==> src/rtl/timer_pkg.sv <==
// Shared register map and CTRL layout for the timer_ports I/O block.
package timer_pkg;

  localparam logic TIMER_RELOAD = 1'b0;
  localparam logic TIMER_CTRL   = 1'b1;

  localparam int unsigned CTRL_EN       = 0;
  localparam int unsigned CTRL_PERIODIC = 1;
  localparam int unsigned CTRL_IRQ_EN   = 2;
  localparam int unsigned CTRL_PENDING  = 15;

  typedef struct packed {
    logic        pending;
    logic [11:0] rsvd;
    logic        irq_en;
    logic        periodic;
    logic        en;
  } timer_ctrl_t;

endpackage

==> src/rtl/timer_prescaler.sv <==
// Divides clk by prescale; tick is a one-cycle strobe on the wrap cycle.
module timer_prescaler #(
  parameter int unsigned prescale = 50
) (
  input  logic clk,
  input  logic reset_n,
  input  logic enable,
  input  logic restart,
  output logic tick
);

  localparam int unsigned W = $clog2(prescale);
  localparam logic [W-1:0] LAST = W'(prescale - 1);

  logic [W-1:0] cnt;

  always_ff @(posedge clk or negedge reset_n) begin
    if (!reset_n) begin
      cnt <= '0;
    end else if (!enable || restart || cnt == LAST) begin
      cnt <= '0;
    end else begin
      cnt <= cnt + 1'b1;
    end
  end

  // A restart in the wrap cycle swallows that tick
  assign tick = enable & ~restart & (cnt == LAST);

endmodule

==> src/rtl/timer_ports.sv <==
// 16-bit interval timer on the I/O data bus with a level irq output.
// Define TIMER_READBACK_EN to read the live COUNT at address 0 instead of RELOAD.
module timer_ports
  import timer_pkg::*;
#(
  parameter int unsigned prescale = 50
) (
  input  logic        clk,
  input  logic        reset_n,
  input  logic        cs,
  input  logic        data_m_access,
  input  logic        data_m_addr,
  input  logic        data_m_wr_en,
  input  logic [1:0]  data_m_bytesel,
  input  logic [15:0] data_m_data_in,
  output logic [15:0] data_m_data_out,
  output logic        data_m_ack,
  output logic        irq
);

  logic        req_q;
  logic        accept;
  logic        wr_reload;
  logic        wr_ctrl;
  logic        ctrl_lo;
  logic        en_change;
  logic        tick;
  logic [15:0] reload;
  logic [15:0] count;
  logic [15:0] rd_data;
  logic        en;
  logic        periodic;
  logic        irq_en;
  logic        pending;
  timer_ctrl_t ctrl_rd;

  // A request held across cycles is accepted only on its first cycle
  assign accept    = cs & data_m_access & ~req_q;
  assign wr_reload = accept & data_m_wr_en & (data_m_addr == TIMER_RELOAD);
  assign wr_ctrl   = accept & data_m_wr_en & (data_m_addr == TIMER_CTRL);
  assign ctrl_lo   = wr_ctrl & data_m_bytesel[0];
  assign en_change = ctrl_lo & (data_m_data_in[CTRL_EN] != en);

  timer_prescaler #(.prescale(prescale)) u_prescaler (
    .clk    (clk),
    .reset_n(reset_n),
    .enable (en),
    .restart(en_change),
    .tick   (tick)
  );

  always_comb begin
    ctrl_rd = '{pending: pending, rsvd: '0, irq_en: irq_en, periodic: periodic, en: en};
    rd_data = '0;
    if (data_m_addr == TIMER_CTRL) begin
      rd_data = ctrl_rd;
    end else begin
`ifdef TIMER_READBACK_EN
      rd_data = count;
`else
      rd_data = reload;
`endif
    end
  end

  always_ff @(posedge clk or negedge reset_n) begin
    if (!reset_n) begin
      req_q           <= 1'b0;
      data_m_ack      <= 1'b0;
      data_m_data_out <= '0;
      irq             <= 1'b0;
    end else begin
      req_q           <= cs & data_m_access;
      data_m_ack      <= accept;
      data_m_data_out <= (accept & ~data_m_wr_en) ? rd_data : '0;
      irq             <= pending & irq_en;
    end
  end

  always_ff @(posedge clk or negedge reset_n) begin
    if (!reset_n) begin
      reload   <= '0;
      count    <= '0;
      en       <= 1'b0;
      periodic <= 1'b0;
      irq_en   <= 1'b0;
      pending  <= 1'b0;
    end else begin
      if (wr_reload) begin
        if (data_m_bytesel[0]) reload[7:0]  <= data_m_data_in[7:0];
        if (data_m_bytesel[1]) reload[15:8] <= data_m_data_in[15:8];
      end
      if (ctrl_lo) begin
        en       <= data_m_data_in[CTRL_EN];
        periodic <= data_m_data_in[CTRL_PERIODIC];
        irq_en   <= data_m_data_in[CTRL_IRQ_EN];
        if (data_m_data_in[CTRL_EN] && !en) count <= reload;
      end
      if (wr_ctrl && data_m_bytesel[1] && data_m_data_in[CTRL_PENDING]) pending <= 1'b0;
      // Expiry is last so it overrides a same-cycle PENDING clear and one-shot EN
      if (tick) begin
        if (count > 16'd1) begin
          count <= count - 1'b1;
        end else begin
          pending <= 1'b1;
          if (periodic) begin
            count <= reload;
          end else begin
            en    <= 1'b0;
            count <= '0;
          end
        end
      end
    end
  end

endmodule

==> config.mk <==
export PLATFORM = sky130hd
export DESIGN_NAME = timer_ports
export DESIGN_NICKNAME = d
export VERILOG_FILES = /design/src/rtl/timer_pkg.sv /design/src/rtl/timer_prescaler.sv /design/src/rtl/timer_ports.sv
export SDC_FILE = /design/constraint.sdc
export NUM_CORES = 1
export LEC_CHECK = 0
export BUFFER_PORTS_ARGS = -buffer_cell sky130_fd_sc_hd__buf_2
export CORE_AREA = 2 2 97 90
export DETAILED_ROUTE_END_ITERATION = 7
export DIE_AREA = 0 0 99 92
export HOLD_SLACK_MARGIN = 0.15
export PLACE_DENSITY = 0.56
export RECOVER_POWER = 50
export SLEW_MARGIN = 20
export SYNTH_ARGS = -nofsm -noshare
export SYNTH_HDL_FRONTEND = slang
export SYNTH_SLANG_ARGS = --single-unit
==> constraint.sdc <==
create_clock -name clk -period 3.5 [get_ports clk]
set_clock_uncertainty 0.15 [all_clocks]
set_input_delay 0.7 -clock clk [delete_from_list [all_inputs] [get_ports clk]]
set_output_delay 0.7 -clock clk [all_outputs]
set_load 0.1 [all_outputs]
==> results.json <==
{
  "avgViaCountPerCell": 4.948,
  "grt_max_degree": 37,
  "buffers_added_on_ports": 41,
  "drt-met1-wl_um": 2803,
  "mostFrequentLayoutCell": "dfrtp_1",
  "crit_arrival_ps": 2900,
  "timing.critical_path.cells": "or4_4 -> or2_1 -> or4_1 -> nand2_4 -> o21ai_0 -> a221o_1",
  "gate_family_responsible_for_the_most_delay_along_the_worst_path": "simple AND/OR/NAND/NOR gates",
  "finalHoldViolations": 0,
  "synth_edf_count": 0,
  "ys.flop_type": "dfrtp_1",
  "net-switching-power_mw": 0.5728,
  "slowest_stage": "or4_1",
  "clock_power_share_pct": 31.3,
  "yosysWarnings": 0,
  "synthArstFlopShare_pct": 100.0,
  "top_layer": "met4",
  "combinational_family_with_the_most_area_after_synthesis": "simple AND/OR/NAND/NOR gates",
  "wirelength_um": 5710,
  "gr-usage-all-layers_pct": 13.84,
  "final_core_utilization_pct": 39.65,
  "route.detailed.wl_per_inst_um": 14.24,
  "run_status": "complete, no violations",
  "setup_viol": 0,
  "remaining_drc_errors": 0,
  "core_sq_um": 8208,
  "timing_worst_slew_pin_value_ps": 1409,
  "pre_cts_slack_ps": 602.0,
  "timing.critical_path.fanout_max": 16,
  "first_iter_violations": 76,
  "rsz0062_at_grt": "no",
  "synth-xor-area-share_pct": 1.583,
  "synth.net_count": 276,
  "chipHeight_um": 92,
  "worst_path_largest_cell_delay_ps": 670,
  "antenna_found_initial": 0,
  "syn-instance-count": 247,
  "first_global_vias": 1918,
  "hpwlAfterDp_um": 4071,
  "drive_above_1_share_pct": 25.75,
  "cts_inserted_buffers": 9,
  "number_of_iterations_in_the_first_detailed_routing_pass": 4,
  "globalplace.congestion": 0.8250,
  "cts_tree": "built",
  "wl_met2_um": 2536,
  "fin_setup_tns_ps": 0,
  "cts.root.buffer_cell": "clkbuf_8",
  "final_antenna_net_count": 0,
  "route.met3.wl_um": 243,
  "synth-seq-area-share_pct": 55.18,
  "synth-adder-area-share_pct": 2.261,
  "power_leakage_nw": 1.581,
  "start_kind": "flop",
  "design.die.area_sq_um": 9108,
  "path_clk_slew_ps": 70,
  "antennaDiodeCount": 0,
  "ir_worst_vdd_v": 0.0001974,
  "post_synthesis_to_final_layout_area_growth_pct": 17.64,
  "cp.required_ps": 3580,
  "pin_count": 42,
  "global_route_wire_length_before_repair_um": 9680,
  "yosys-mux-area-fraction_pct": 9.136,
  "seq_power_share_pct": 48.9,
  "relSlewSlack_pct": 6.056,
  "global_route.overflow_total": 0,
  "synth_simple_gate_area_share_pct": 16.87,
  "crit_type": "flop to flop",
  "report.final.slew_viol_count": 0,
  "layout_min_cycle_time_ps": 2823,
  "maxCapViolations": 0,
  "internal_power_mw": 1.259,
  "h-tree-depth": 3,
  "cts_resized": 0,
  "switching_share_pct": 31.27,
  "timing.final.ws_setup_ps": 676.8,
  "layout.cells.most_common_list": "dfrtp_1 (61), buf_2 (40), nor2_1 (27)",
  "cellPowerDensity_nw_per_um2": 562.9,
  "buffers_inserted_by_post_cts_timing_repair": 0,
  "postSynthRegisterBits": 61,
  "worstSkewPairLatency_ps": 340,
  "clock_sink_total": 61,
  "syn_area_per_cell_sq_um": 11.20,
  "worst_setup_path_end_kind": "flop",
  "die_width_um": 99,
  "cell_area_after_synthesis_sq_um": 2766,
  "final.period_utilization_pct": 80.66,
  "max-clock-path-buffers": 2,
  "postCtsHoldBufs": 0,
  "synth_compound_area_share_pct": 11.99,
  "num_vias": 1984,
  "hp-class": "flop to flop",
  "std_cell_rows": 32,
  "power_frac_comb_pct": 19.8,
  "floorplan.initialDensity_pct": 33.70,
  "post_synth_num_cell_types": 46,
  "final_nets": 324,
  "cp_num_buf_inv": 0,
  "fmaxAchievable_mhz": 354.2
}
-- synthesized netlist by cell type (2+ instances only) --
library cell  instances  area (sq um)
nand3_1               6         30.03
xor2_1                2         17.52
nor3b_1               3         22.52
mux2_2               18         202.7
and2_1               14         87.58
nand2_1              12         45.04
a22o_1                2         17.52
a211o_1               3         26.28
ha_1                  5         62.56
nor3_1               10         50.05
buf_2                 2         10.01
o211ai_1              2         15.01
nor4_1                5         31.28
xnor2_1               3         26.28
a21boi_0              2         15.01
inv_1                 9         33.78
nand4_1               3         18.77
mux2i_1               5         50.05
o21ai_1               2         10.01
dfrtp_1              61          1526
clkbuf_1              5         18.77
a221o_1               5         50.05
a21o_1                3         22.52
a21oi_1               5         25.02
o2bb2ai_1             3         26.28
nor2_1               27         101.4
o21ai_0              11         55.05
-- power by group through the flow --
stage | combinational [mW] | clock, mW | sequential, mW
after CTS | 0.369 | 0.590 | 0.896
after floorplan | 0.231 | 0 | 0.932
after detailed placement | 0.368 | 0 | 0.909
final | 0.363 | 0.574 | 0.895
after global routing | 0.406 | 0.616 | 0.911
after global placement | 0.364 | 0 | 0.907
-- cell families after synthesis --
kind of cell	after synthesis
and+or+nand+nor	90
DFF	61
AOI/OAI and AO/OA	46
muxes	23
buffers and inverters	17
xor gates and xnor gates	5
adders and majority gates	5
-- metrics by stage --
stage	power, mW	instance area, sq um	hold WS [ps]	cells
floorplan	1.163	2766	254.4	247
global placement	1.271	3093	329.8	386
detailed placement	1.277	3093	335.7	386
CTS	1.855	3271	227.9	401
global route	1.934	3254	375.7	401
finish	1.832	3254	343.3	401
-- per-layer routing --
metal | track usage (%) | vias to the layer above
li1 | - | 984
met1 | 19.31 | 946
met2 | 19.82 | 43
met3 | 3.659 | 11
met4 | 6.849 | 0
met5 | 0 | -
-- registers in the layout, indices dropped and copies added, names as in the netlist --
| signal | flops |
|---|---|
| data_m_data_out | 16 |
| data_m_ack | 1 |
| irq_en | 1 |
| irq | 1 |
| count | 16 |
| en | 1 |
| periodic | 1 |
| u_prescaler.cnt | 6 |
| pending | 1 |
| reload | 16 |
| req_q | 1 |
-- final timing paths --
check	startpoint	endpoint	slack, ps	cells past startpoint
hold / removal	u_prescaler.cnt[0]	u_prescaler.cnt[0]	340	1
setup / recovery	count[10]	count[3]	680	6
setup reg to reg	count[10]	count[3]	680	6
min in group asynchronous	reset_n	data_m_data_out[0]	520	1
hold reg to reg	u_prescaler.cnt[0]	u_prescaler.cnt[0]	340	1
max in group asynchronous	reset_n	reload[12]	1130	2
-- final cells by class --
type                    instances  area, sq um
inverters                       9        33.78
well taps                     102        127.6
flip-flops and latches         61         1526
multi-input cells             169         1157
clock inverters                 1        5.005
clock buffers                  14        172.7
fillers                       794         4954
repair buffers                 45        231.5
(Power assumes the default switching activity.)
